File: config.mk
export PLATFORM = sky130hd
export DESIGN_NAME = dual_issue_dispatch_flat
export DESIGN_NICKNAME = d
export VERILOG_FILES = /design/src/rtl/dual_issue_dispatch_pkg.sv /design/src/rtl/dual_issue_dispatch_if.sv /design/src/rtl/dual_issue_dispatch_pair_check.sv /design/src/rtl/dual_issue_dispatch.sv /design/src/flat_wrapper.sv
export SDC_FILE = /design/constraint.sdc
export NUM_CORES = 1
export LEC_CHECK = 0
export ABC_AREA = 1
export CAP_MARGIN = 30
export CORE_MARGIN = 1
export CORE_UTILIZATION = 40
export DETAILED_ROUTE_END_ITERATION = 8
export SLEW_MARGIN = 20
export SYNTH_ARGS = -nofsm -noshare
export SYNTH_HDL_FRONTEND = slang
export SYNTH_SLANG_ARGS = --single-unit
export TNS_END_PERCENT = 1
File: constraint.sdc
create_clock -name qc_clk -period 3.7 [get_ports qc_clk]
set_input_delay 0.555 -clock qc_clk [delete_from_list [all_inputs] [get_ports qc_clk]]
set_output_delay 0.555 -clock qc_clk [all_outputs]
set_load 0.02 [all_outputs]
File: src/rtl/dual_issue_dispatch_pkg.sv
// Shared types for the dual-issue dispatch stage: packed decoded-queue entry
// and default register numbers used by the hazard checks.
package dual_issue_dispatch_pkg;

  // Field order is MSB to LSB; the queue concatenates entries in this order.
  typedef struct packed {
    logic        ce;
    logic [31:0] pc;
    logic        jr;
    logic        jal;
    logic [15:0] imm;
    logic [5:0]  funct;
    logic [5:0]  opcode;
    logic        reg_dst;
    logic        alu_src;
    logic [31:0] data_rs;
    logic [31:0] data_rt;
    logic        memtoreg;
    logic        memwrite;
    logic [25:0] jal_addr;
    logic        regwrite;
    logic [4:0]  addr_rd;
    logic [4:0]  addr_rs;
    logic [4:0]  addr_rt;
    logic        force_pipe1;
  } entry_t;

  localparam int ENTRY_W = $bits(entry_t);

  // jal always links into this register.
  localparam logic [4:0] LINK_REG_DEF = 5'd31;
  // Writes to this register are discarded, so it never creates a hazard.
  localparam logic [4:0] ZERO_REG_DEF = 5'd0;

endpackage

File: src/rtl/dual_issue_dispatch_if.sv
// Bundle of the queue-side and pipe-side signals of the dispatch stage.
//
// Handshake: di_o_q_re pops the queue head only while di_i_q_valid is high;
// the popped entry is the value present on di_i_q_entry at that posedge.
// An issued group (p0/p1 valids) is consumed on a posedge where di_i_ready
// is high; with di_i_ready low and any valid set, the group holds unchanged.
interface dual_issue_dispatch_if;
  import dual_issue_dispatch_pkg::*;

  logic               di_i_flush;
  logic               di_i_q_valid;
  logic [ENTRY_W-1:0] di_i_q_entry;
  logic               di_o_q_re;
  logic               di_i_ready;
  logic               di_o_p0_valid;
  logic [ENTRY_W-1:0] di_o_p0_entry;
  logic               di_o_p1_valid;
  logic [ENTRY_W-1:0] di_o_p1_entry;

  // Dispatch stage side.
  modport slave (
    input  di_i_flush, di_i_q_valid, di_i_q_entry, di_i_ready,
    output di_o_q_re, di_o_p0_valid, di_o_p0_entry, di_o_p1_valid, di_o_p1_entry
  );

  // Queue / execute-pipe side.
  modport master (
    output di_i_flush, di_i_q_valid, di_i_q_entry, di_i_ready,
    input  di_o_q_re, di_o_p0_valid, di_o_p0_entry, di_o_p1_valid, di_o_p1_entry
  );

endinterface

File: src/rtl/dual_issue_dispatch_pair_check.sv
// Combinational pairing check between the older (a) and younger (b) entry
// of the issue window, plus destination-register decode.
module dispatch_pair_check
  import dual_issue_dispatch_pkg::*;
#(
  parameter logic [4:0] LINK_REG = LINK_REG_DEF,
  parameter logic [4:0] ZERO_REG = ZERO_REG_DEF
) (
  input  entry_t     a_i,
  input  entry_t     b_i,
  output logic       pairable_o,
  output logic       a_force_p1_o,
  output logic [4:0] a_dest_o,
  output logic [4:0] b_dest_o
);

  logic a_writes, b_writes;
  logic a_ctrl, b_ctrl, b_mem;
  logic raw_hz, waw_hz;

  // Only a handful of fields steer pairing; the rest ride along untouched.
  logic fields_unused;
  assign fields_unused = ^{a_i, b_i};

  // Destination decode: link register for jal, else rd/rt by reg_dst.
  always_comb begin
    a_dest_o = a_i.jal ? LINK_REG : (a_i.reg_dst ? a_i.addr_rd : a_i.addr_rt);
    b_dest_o = b_i.jal ? LINK_REG : (b_i.reg_dst ? b_i.addr_rd : b_i.addr_rt);
  end

  // Hazard and class terms feeding the pairing decision.
  always_comb begin
    a_writes   = (a_i.regwrite | a_i.jal) & (a_dest_o != ZERO_REG);
    b_writes   = (b_i.regwrite | b_i.jal) & (b_dest_o != ZERO_REG);
    a_ctrl     = a_i.jr | a_i.jal | a_i.force_pipe1;
    b_ctrl     = b_i.jr | b_i.jal | b_i.force_pipe1;
    b_mem      = b_i.memtoreg | b_i.memwrite;
    raw_hz     = a_writes & ((a_dest_o == b_i.addr_rs) | (a_dest_o == b_i.addr_rt));
    waw_hz     = a_writes & b_writes & (a_dest_o == b_dest_o);
    pairable_o = ~a_ctrl & ~b_ctrl & ~b_mem & ~raw_hz & ~waw_hz;
  end

  assign a_force_p1_o = a_i.force_pipe1;

endmodule

File: src/rtl/dual_issue_dispatch.sv
// Dual-issue dispatch: pops the decoded queue into a two-slot window
// (A older, B younger) and issues a hazard-free pair or A alone into
// registered pipe-0 / pipe-1 ports.
module dual_issue_dispatch
  import dual_issue_dispatch_pkg::*;
#(
  parameter logic [4:0] LINK_REG = LINK_REG_DEF,
  parameter logic [4:0] ZERO_REG = ZERO_REG_DEF
) (
  input  logic                  qc_clk,
  input  logic                  qc_rst,
  dual_issue_dispatch_if.slave  di
);

  entry_t a_q, a_d, b_q, b_d;
  logic   a_v_q, a_v_d, b_v_q, b_v_d;
  entry_t p0_q, p0_d, p1_q, p1_d;
  logic   p0_v_q, p0_v_d, p1_v_q, p1_v_d;

  entry_t     q_entry;
  logic       adv, pairable, a_force_p1;
  logic       keep_a, keep_b, q_re;
  logic [4:0] a_dest, b_dest;

  assign q_entry = entry_t'(di.di_i_q_entry);

  dispatch_pair_check #(
    .LINK_REG (LINK_REG),
    .ZERO_REG (ZERO_REG)
  ) u_pair_check (
    .a_i          (a_q),
    .b_i          (b_q),
    .pairable_o   (pairable),
    .a_force_p1_o (a_force_p1),
    .a_dest_o     (a_dest),
    .b_dest_o     (b_dest)
  );

  // Destination decode is exposed by the checker for other consumers.
  logic dest_unused;
  assign dest_unused = ^{a_dest, b_dest};

  // Pipes stall together; an empty output stage always accepts a new group.
  assign adv = di.di_i_ready | (~p0_v_q & ~p1_v_q);

  // Issue selection, window compaction and refill into the lowest free slot.
  always_comb begin
    a_d    = a_q;
    b_d    = b_q;
    a_v_d  = a_v_q;
    b_v_d  = b_v_q;
    p0_d   = p0_q;
    p1_d   = p1_q;
    p0_v_d = p0_v_q;
    p1_v_d = p1_v_q;
    keep_a = a_v_q;
    keep_b = b_v_q;
    q_re   = 1'b0;
    if (di.di_i_flush) begin
      a_v_d  = 1'b0;
      b_v_d  = 1'b0;
      p0_v_d = 1'b0;
      p1_v_d = 1'b0;
    end else begin
      if (adv) begin
        p0_v_d = 1'b0;
        p1_v_d = 1'b0;
        if (a_v_q && b_v_q && pairable) begin
          p0_d   = a_q;
          p1_d   = b_q;
          p0_v_d = 1'b1;
          p1_v_d = 1'b1;
          keep_a = 1'b0;
          keep_b = 1'b0;
        end else if (a_v_q && (b_v_q || !di.di_i_q_valid)) begin
          // Lone issue; with B empty and the queue non-empty we instead
          // wait one cycle so A gets a chance to pair.
          if (a_force_p1) begin
            p1_d   = a_q;
            p1_v_d = 1'b1;
          end else begin
            p0_d   = a_q;
            p0_v_d = 1'b1;
          end
          a_d    = b_q;
          keep_a = b_v_q;
          keep_b = 1'b0;
        end
      end
      q_re  = qc_rst & di.di_i_q_valid & ~(keep_a & keep_b);
      a_v_d = keep_a;
      b_v_d = keep_b;
      if (q_re) begin
        if (!keep_a) begin
          a_d   = q_entry;
          a_v_d = 1'b1;
        end else begin
          b_d   = q_entry;
          b_v_d = 1'b1;
        end
      end
    end
  end

  // Window and issue registers with asynchronous active-low reset.
  always_ff @(posedge qc_clk or negedge qc_rst) begin
    if (!qc_rst) begin
      a_q    <= '0;
      b_q    <= '0;
      a_v_q  <= 1'b0;
      b_v_q  <= 1'b0;
      p0_q   <= '0;
      p1_q   <= '0;
      p0_v_q <= 1'b0;
      p1_v_q <= 1'b0;
    end else begin
      a_q    <= a_d;
      b_q    <= b_d;
      a_v_q  <= a_v_d;
      b_v_q  <= b_v_d;
      p0_q   <= p0_d;
      p1_q   <= p1_d;
      p0_v_q <= p0_v_d;
      p1_v_q <= p1_v_d;
    end
  end

  assign di.di_o_q_re     = q_re;
  assign di.di_o_p0_valid = p0_v_q;
  assign di.di_o_p0_entry = p0_q;
  assign di.di_o_p1_valid = p1_v_q;
  assign di.di_o_p1_entry = p1_q;

endmodule

File: src/flat_wrapper.sv
// flat-port wrapper written by rule: the top's interface ports become plain ports
module dual_issue_dispatch_flat import dual_issue_dispatch_pkg::*;
#(
  parameter logic [4:0] LINK_REG = LINK_REG_DEF,
  parameter logic [4:0] ZERO_REG = ZERO_REG_DEF
)
  (qc_clk, qc_rst, di_di_i_flush, di_di_i_q_valid, di_di_i_q_entry, di_di_i_ready, di_di_o_q_re, di_di_o_p0_valid, di_di_o_p0_entry, di_di_o_p1_valid, di_di_o_p1_entry);
  dual_issue_dispatch_if di_i ();
  input  logic qc_clk;
  input  logic qc_rst;
  input wire logic [$bits(di_i.di_i_flush)-1:0] di_di_i_flush;
  input wire logic [$bits(di_i.di_i_q_valid)-1:0] di_di_i_q_valid;
  input wire logic [$bits(di_i.di_i_q_entry)-1:0] di_di_i_q_entry;
  input wire logic [$bits(di_i.di_i_ready)-1:0] di_di_i_ready;
  output wire logic [$bits(di_i.di_o_q_re)-1:0] di_di_o_q_re;
  output wire logic [$bits(di_i.di_o_p0_valid)-1:0] di_di_o_p0_valid;
  output wire logic [$bits(di_i.di_o_p0_entry)-1:0] di_di_o_p0_entry;
  output wire logic [$bits(di_i.di_o_p1_valid)-1:0] di_di_o_p1_valid;
  output wire logic [$bits(di_i.di_o_p1_entry)-1:0] di_di_o_p1_entry;
  assign di_i.di_i_flush = di_di_i_flush;
  assign di_i.di_i_q_valid = di_di_i_q_valid;
  assign di_i.di_i_q_entry = di_di_i_q_entry;
  assign di_i.di_i_ready = di_di_i_ready;
  assign di_di_o_q_re = di_i.di_o_q_re;
  assign di_di_o_p0_valid = di_i.di_o_p0_valid;
  assign di_di_o_p0_entry = di_i.di_o_p0_entry;
  assign di_di_o_p1_valid = di_i.di_o_p1_valid;
  assign di_di_o_p1_entry = di_i.di_o_p1_entry;
  dual_issue_dispatch #(.LINK_REG(LINK_REG), .ZERO_REG(ZERO_REG)) u_core (.qc_clk(qc_clk), .qc_rst(qc_rst), .di(di_i));
endmodule
# --- After elaboration in Yosys (flattened, before gate mapping) ---
# Cells that the tools add are included.
totals:
  reg_bits: 700
  word_cells: 167
  out_inout_bits: 351
  inputBits: 179
op_classes:
  n_eq_ne: 4
  reduce_logical: 13
  n_bitwise: 31
  muxes: 39
op_table:
  columns: ["op", "count"]
  rows:
  - ["two-way mux 174 bit", 11]
  - ["two-way mux 1 bit", 24]
  - ["two-way mux 5 bit", 4]
  - ["equality test 5 bit", 3]
  - ["AND 1 bit", 13]
  - ["nonzero test 5 bit", 2]
  - ["inverter 1 bit", 9]
  - ["bitwise OR 1 bit", 9]
  - ["AND reduction 4 bit", 2]
  - ["nonzero test 2 bit", 3]
  - ["logical AND 1 bit", 3]
  - ["AND reduction 3 bit", 1]
  - ["inequality test 2 bit, second input constant", 1]
  - ["logical NOT 1 bit", 1]
  - ["logical OR 1 bit", 1]

# --- Depth between registers and ports, before layout ---
logic_depth:
  word_depth: 17
  mapped_depth: 22
  mapped_depth_nobuf: 19

# --- Cells and area by module ---
# From an unflattened synthesis, not the netlist that was laid out.
hier_totals:
  cells_unflattened: 4168
  hier_area_um2: 32688.9
by_module_without_submodules:
  columns: ["module", "area_each_um2", "n_inst", "cells_each", "seq_area_each_um2"]
  rows:
  - ["dual_issue_dispatch", 31928.1, 1, 4019, 17516.8]
  - ["dispatch_pair_check", 760.7, 1, 149, 0.0]

# --- Worst setup path before layout ---
# OpenSTA, ideal clock, no wires.
synth_timing:
  path_kind: "register -> register"
  from: "register u_core.a_q[139] in the netlist's numbering"
  to: "register u_core.b_q[7] in the netlist's numbering"
  setup_slack_ns: 1.592
  arrival_ns: 1.987
  period_less_slack_ns: 2.108
  t_required_ns: 3.579
  n_path_buf: 3
  path_stages_with_launch: 18
  setup_time_ns: 0.121
  path_cell_list: "dfrtp_1 inv_2 buf_6 nand3_1 a21oi_1 nand2_1 nor2_1 nand2_1 nand3_1 nand2_2 nand2_4 nand2_2 a21boi_2 nand2_2 buf_2 buf_2 nand2_1 o21ai_1"
synth_via:
  elab_chain_cells: 15
  word_cells_on_any_way: 31
  cone_classes: "3 x eq/ne; 7 x mux; 18 x bitwise; 3 x reduce/logical"
synth_rtl:
  columns: ["element", "line", "source"]
  rows:
  - ["start, declared", "dual_issue_dispatch.sv:15", "entry_t a_q, a_d, b_q, b_d;"]
  - ["start signal, assigned", "dual_issue_dispatch.sv:108", "a_q <= '0;"]
  - ["start signal, assigned", "dual_issue_dispatch.sv:117", "a_q <= a_d;"]
  - ["two-way mux 5 bit or bitwise OR 1 bit (tied branches)", "dual_issue_dispatch_pair_check.sv:27, dual_issue_dispatch_pair_check.sv:35", null]
  - ["equality test 5 bit, or another cell as far along", "dual_issue_dispatch_pair_check.sv:38", "raw_hz = a_writes & ((a_dest_o == b_i.addr_rs) | (a_dest_o == b_i.addr_rt));"]
  - ["bitwise OR 1 bit, or another cell as far along", "dual_issue_dispatch_pair_check.sv:38", null]
  - ["AND 1 bit, on equally long branches", "dual_issue_dispatch_pair_check.sv:38, dual_issue_dispatch_pair_check.sv:39, dual_issue_dispatch_pair_check.sv:40", null]
  - ["inverter 1 bit, or another cell as far along", "dual_issue_dispatch_pair_check.sv:40", "pairable_o = ~a_ctrl & ~b_ctrl & ~b_mem & ~raw_hz & ~waw_hz;"]
  - ["AND 1 bit or inverter 1 bit (tied branches)", "dual_issue_dispatch_pair_check.sv:40", null]
  - ["AND 1 bit *", "dual_issue_dispatch_pair_check.sv:40", null]
  - ["logical AND 1 bit *", "dual_issue_dispatch.sv:68", "if (a_v_q && b_v_q && pairable) begin"]
  - ["two-way mux 1 bit", "dual_issue_dispatch.sv:68", null]
  - ["two-way mux 1 bit", "dual_issue_dispatch.sv:65", "if (adv) begin"]
  - ["two-way mux 1 bit", "dual_issue_dispatch.sv:59", "if (di.di_i_flush) begin"]
  - ["AND 1 bit", "dual_issue_dispatch.sv:90", "q_re = qc_rst & di.di_i_q_valid & ~(keep_a & keep_b);"]
  - ["inverter 1 bit", "dual_issue_dispatch.sv:90", null]
  - ["AND 1 bit", "dual_issue_dispatch.sv:90", null]
  - ["AND reduction 3 bit (no line) *", null, null]
  - ["end signal, assigned", "dual_issue_dispatch.sv:109", "b_q <= '0;"]
  - ["end signal, assigned", "dual_issue_dispatch.sv:118", "b_q <= b_d;"]
  - ["end, declared", "dual_issue_dispatch.sv:15", null]
# Mark *: on every way between the ends. The rest lies on a longest branch, timed or not. The select of a mux whose other input is x is not followed.
# A chain may end at the register's enable or synchronous reset.

# --- Worst setup path after layout ---
layout_timing:
  from: "input port qc_rst"
  to: "output port di_di_o_q_re"
layout_via:
  elab_chain_cells: 3
layout_rtl:
  columns: ["element", "line", "source"]
  rows:
  - ["start, declared", "flat_wrapper.sv:10", "input logic qc_rst;"]
  - ["AND 1 bit (2 in a row)", "dual_issue_dispatch.sv:90", null]
  - ["two-way mux 1 bit", "dual_issue_dispatch.sv:59", null]
  - ["end, declared", "flat_wrapper.sv:15", "output wire logic [$bits(di_i.di_o_q_re)-1:0] di_di_o_q_re;"]
# No other way between the ends.

==> results.md <==
- Vias in the first global route: 26460
- Effective utilization at floorplan: 40.59%
- Register-to-Register Path Depth: 18
- # placed instances: 5451
- Max H-tree Level: 3
- Result of the run: completed
- First-pass GRT wire length: 158.9 mm
- Core box area: 79390 um2
- Reg-to-reg critical path startpoint: u_core.a_q[110]$_DFFE_PN0N_
- Critical Path Sink Type: output pin
- Worst Clk Skew: 0.02686 ns
- Crit-path max FO: 4
- Startpoint of the worst hold path: di_di_i_flush
- Achievable frequency: 308.9 MHz
- Port bufs: 529
- Unique cell type count in the Yosys netlist: 26
- Clock transition at path regs: 0.06 ns
- Hold depth: 3
- Fin Hold WS: 0.3526 ns
- Clock latency at the later pin of the worst-skew pair: 0.63 ns
- Net count of the mapped netlist: 4284
- Slew @ Worst Pin: 0.9329 ns
- Endpoint arrival time on the critical path: 2.68 ns
- Cell leakage power: 0.02092 uW
- Pins over their slew limit: 0
- Half-perimeter wire length after placement: 64.31 mm
- Worst Setup Path Type: primary input to output pin
- Sequential element share of the synthesized area: 54.36%
- Final wirelength: 102.3 mm
- Relative slew slack: 37.81%
- RSZ-0062 raised after global routing: false
- Kind of start point of the critical path: primary input
- Maximum number of pins on one net before global-route repair: 157
- Average wire per cell in the routed design: 18.28 um
- DRC violations left: 0
- Gate count of the mapped netlist: 4105
- Chip Width: 285.8 um
- Ratio of routed vias to standard cells: 5.020
- Final setup violation count: 0
- Final cell count without fillers: 5598
- Setup TNS Final: 0 ns
- Post-CTS Hold Buffers: 1
- Post-layout utilization of the core: 51.72%
- Layout fillers: 7760
- Maximum Capacitance Violations: 0
- Warnings from Yosys: 0
- Final worst path period share: 87.49%
- Remaining number of nets flagged by the antenna check after routing: 0
- Sink Count: 700
- FF/Latch Area: 17520 um2
- Post-synthesis register bit count: 700
- Post-Synthesis Mean Instance Area: 7.850 um2
- Initial antenna violation count: 10
- Detailed Routing Iterations Pass 1: 6
- DIE AREA: 81700 um2
- Combined area of all synthesized cells: 32220 um2
- Global route total overflow: 0
- Layout cell share with drive strength beyond 1: 4.471%
- IR Drop Worst-Case VDD: 0.4102 mV
- Nets: 4665
- Most frequent standard cell in the layout excluding fill and tap cells: sky130_fd_sc_hd__nand2_1
- Final Hold Fails: 0
- Overall die height: 285.8 um
- Top-level I/O count: 530
- Minimum clock period: 3.237 ns
- Most frequent cells in the layout: sky130_fd_sc_hd__nand2_1 (1462), sky130_fd_sc_hd__dfrtp_1 (700), sky130_fd_sc_hd__o21ai_0 (694)
- Clock Tree Root: sky130_fd_sc_hd__clkbuf_16
- Number of buffers inserted during clock tree synthesis: 80
- Power density over cell area: 680.8 nW/um2
- Hold Path End: u_core.a_q[160]$_DFFE_PN0N_
- TritonCTS clock tree: yes
- Worst hold path type: primary input to flop
- Critical register-to-register path endpoint: u_core.a_q[61]$_DFFE_PN0N_
- Drt first-iter violations: 2122
- Via Count: 28100
- Area occupied by multi-input gates: 12020 um2
- Routability-driven placement congestion ratio: 0.8075
- Buffers inserted by post-CTS timing repair: 0
- Slack of the worst reg-to-reg path: 0.54 ns
- CTS max path bufs: 3
- Area grow syn2layout: 27.40%
- Req. time, crit path: 3.14 ns
- GRT Util Overall: 24.89%
- PostCTS Resize Cnt: 0
- Placement row count: 103
-- cell type report --
class,count,area share [%]
sequential,700,42.67
multi-input combinational,2745,29.28
timing repair buffer,587,14.93
clock buffer,114,5.732
inverter,372,3.438
tap,1050,3.200
clock inverter,22,0.7009
antenna,8,0.04876
-- worst max-delay path, cell delays in order --
cell and delay (ns):
sky130_fd_sc_hd__dlygate4sd3_1 0.56, sky130_fd_sc_hd__buf_8 0.17, sky130_fd_sc_hd__nand2_1 0.12, sky130_fd_sc_hd__a21oi_4 0.13, sky130_fd_sc_hd__inv_1 0.05, sky130_fd_sc_hd__nor2_1 0.32
sky130_fd_sc_hd__clkdlybuf4s50_1 0.77
-- stage by stage --
stage          setup WS, ns  cell area (um2)  power (uW)
2_1_floorplan         1.592            32220       15550
3_3_place_gp         0.6091            38330       19980
3_5_place_dp         0.5910            38330       20060
4_1_cts              0.4394            40980       28230
5_1_grt              0.2423            41050       29570
6_report             0.4628            41060       27950
-- cell usage after synthesis, drive strengths merged --
| cell type | count | area (um2) |
|---|---|---|
| nand2 | 1471 | 5549 |
| o21ai | 866 | 4334 |
| dfrtp | 700 | 17520 |
| inv | 371 | 1395 |
| nand3 | 370 | 1862 |
| buf | 144 | 838.3 |
| clkbuf | 144 | 540.5 |
| nor2 | 24 | 95.09 |
| a21oi | 7 | 38.79 |
| nor3 | 2 | 10.01 |
| xnor2 | 2 | 17.52 |
| a21boi | 1 | 11.26 |
| clkinv | 1 | 3.750 |
| nand4 | 1 | 6.260 |
| nor4 | 1 | 6.260 |
-- layer usage --
layer / GRT usage (%) / up-vias / routed length, um / share of wire (%)
met5: 0 / - / 36 / 0.035
met4: 8.155 / 6 / 2471 / 2.4
met3: 5.008 / 123 / 6906 / 6.7
met2: 38.70 / 798 / 46600 / 46
met1: 34.77 / 13300 / 46320 / 45
li1: - / 13870 / - / -
-- power by group --
part	internal, uW	total [uW]	switching (uW)
Clock	4780	8030	3260
Sequential	9780	11300	1550
Combinational	3790	8600	4810
Total	18300	28000	9610
-- flip-flops by register name (all words and copies together) (netlist names) --
name,flops
u_core.b_v_q,1
u_core.di.di_o_p1_entry,174
u_core.di.di_o_p0_entry,174
u_core.a_v_q,1
u_core.di.di_o_p0_valid,1
u_core.a_q,174
u_core.di.di_o_p1_valid,1
u_core.b_q,174
-- kinds of logic after synthesis --
group,after synthesis,synth area share [%]
xor gates and xnor gates,2,0.05437
DFF,700,54.36
buffers and inverters,660,8.620
and+or+nand+nor,1869,23.36
AOI/OAI and AO/OA,874,13.61
-- worst max-delay path by stage --
stage,end,start
2_1_floorplan,u_core.b_q[7]$_DFFE_PN0P_,u_core.a_q[139]$_DFFE_PN0N_
3_3_place_gp,u_core.a_q[128]$_DFFE_PN0N_,u_core.a_q[110]$_DFFE_PN0N_
3_5_place_dp,u_core.a_q[136]$_DFFE_PN0N_,u_core.a_q[110]$_DFFE_PN0N_
4_1_cts,di_di_o_q_re,qc_rst
5_1_grt,u_core.a_q[4]$_DFFE_PN0N_,u_core.a_q[110]$_DFFE_PN0N_
6_report,di_di_o_q_re,qc_rst
Power figures use the tool's default switching activity.
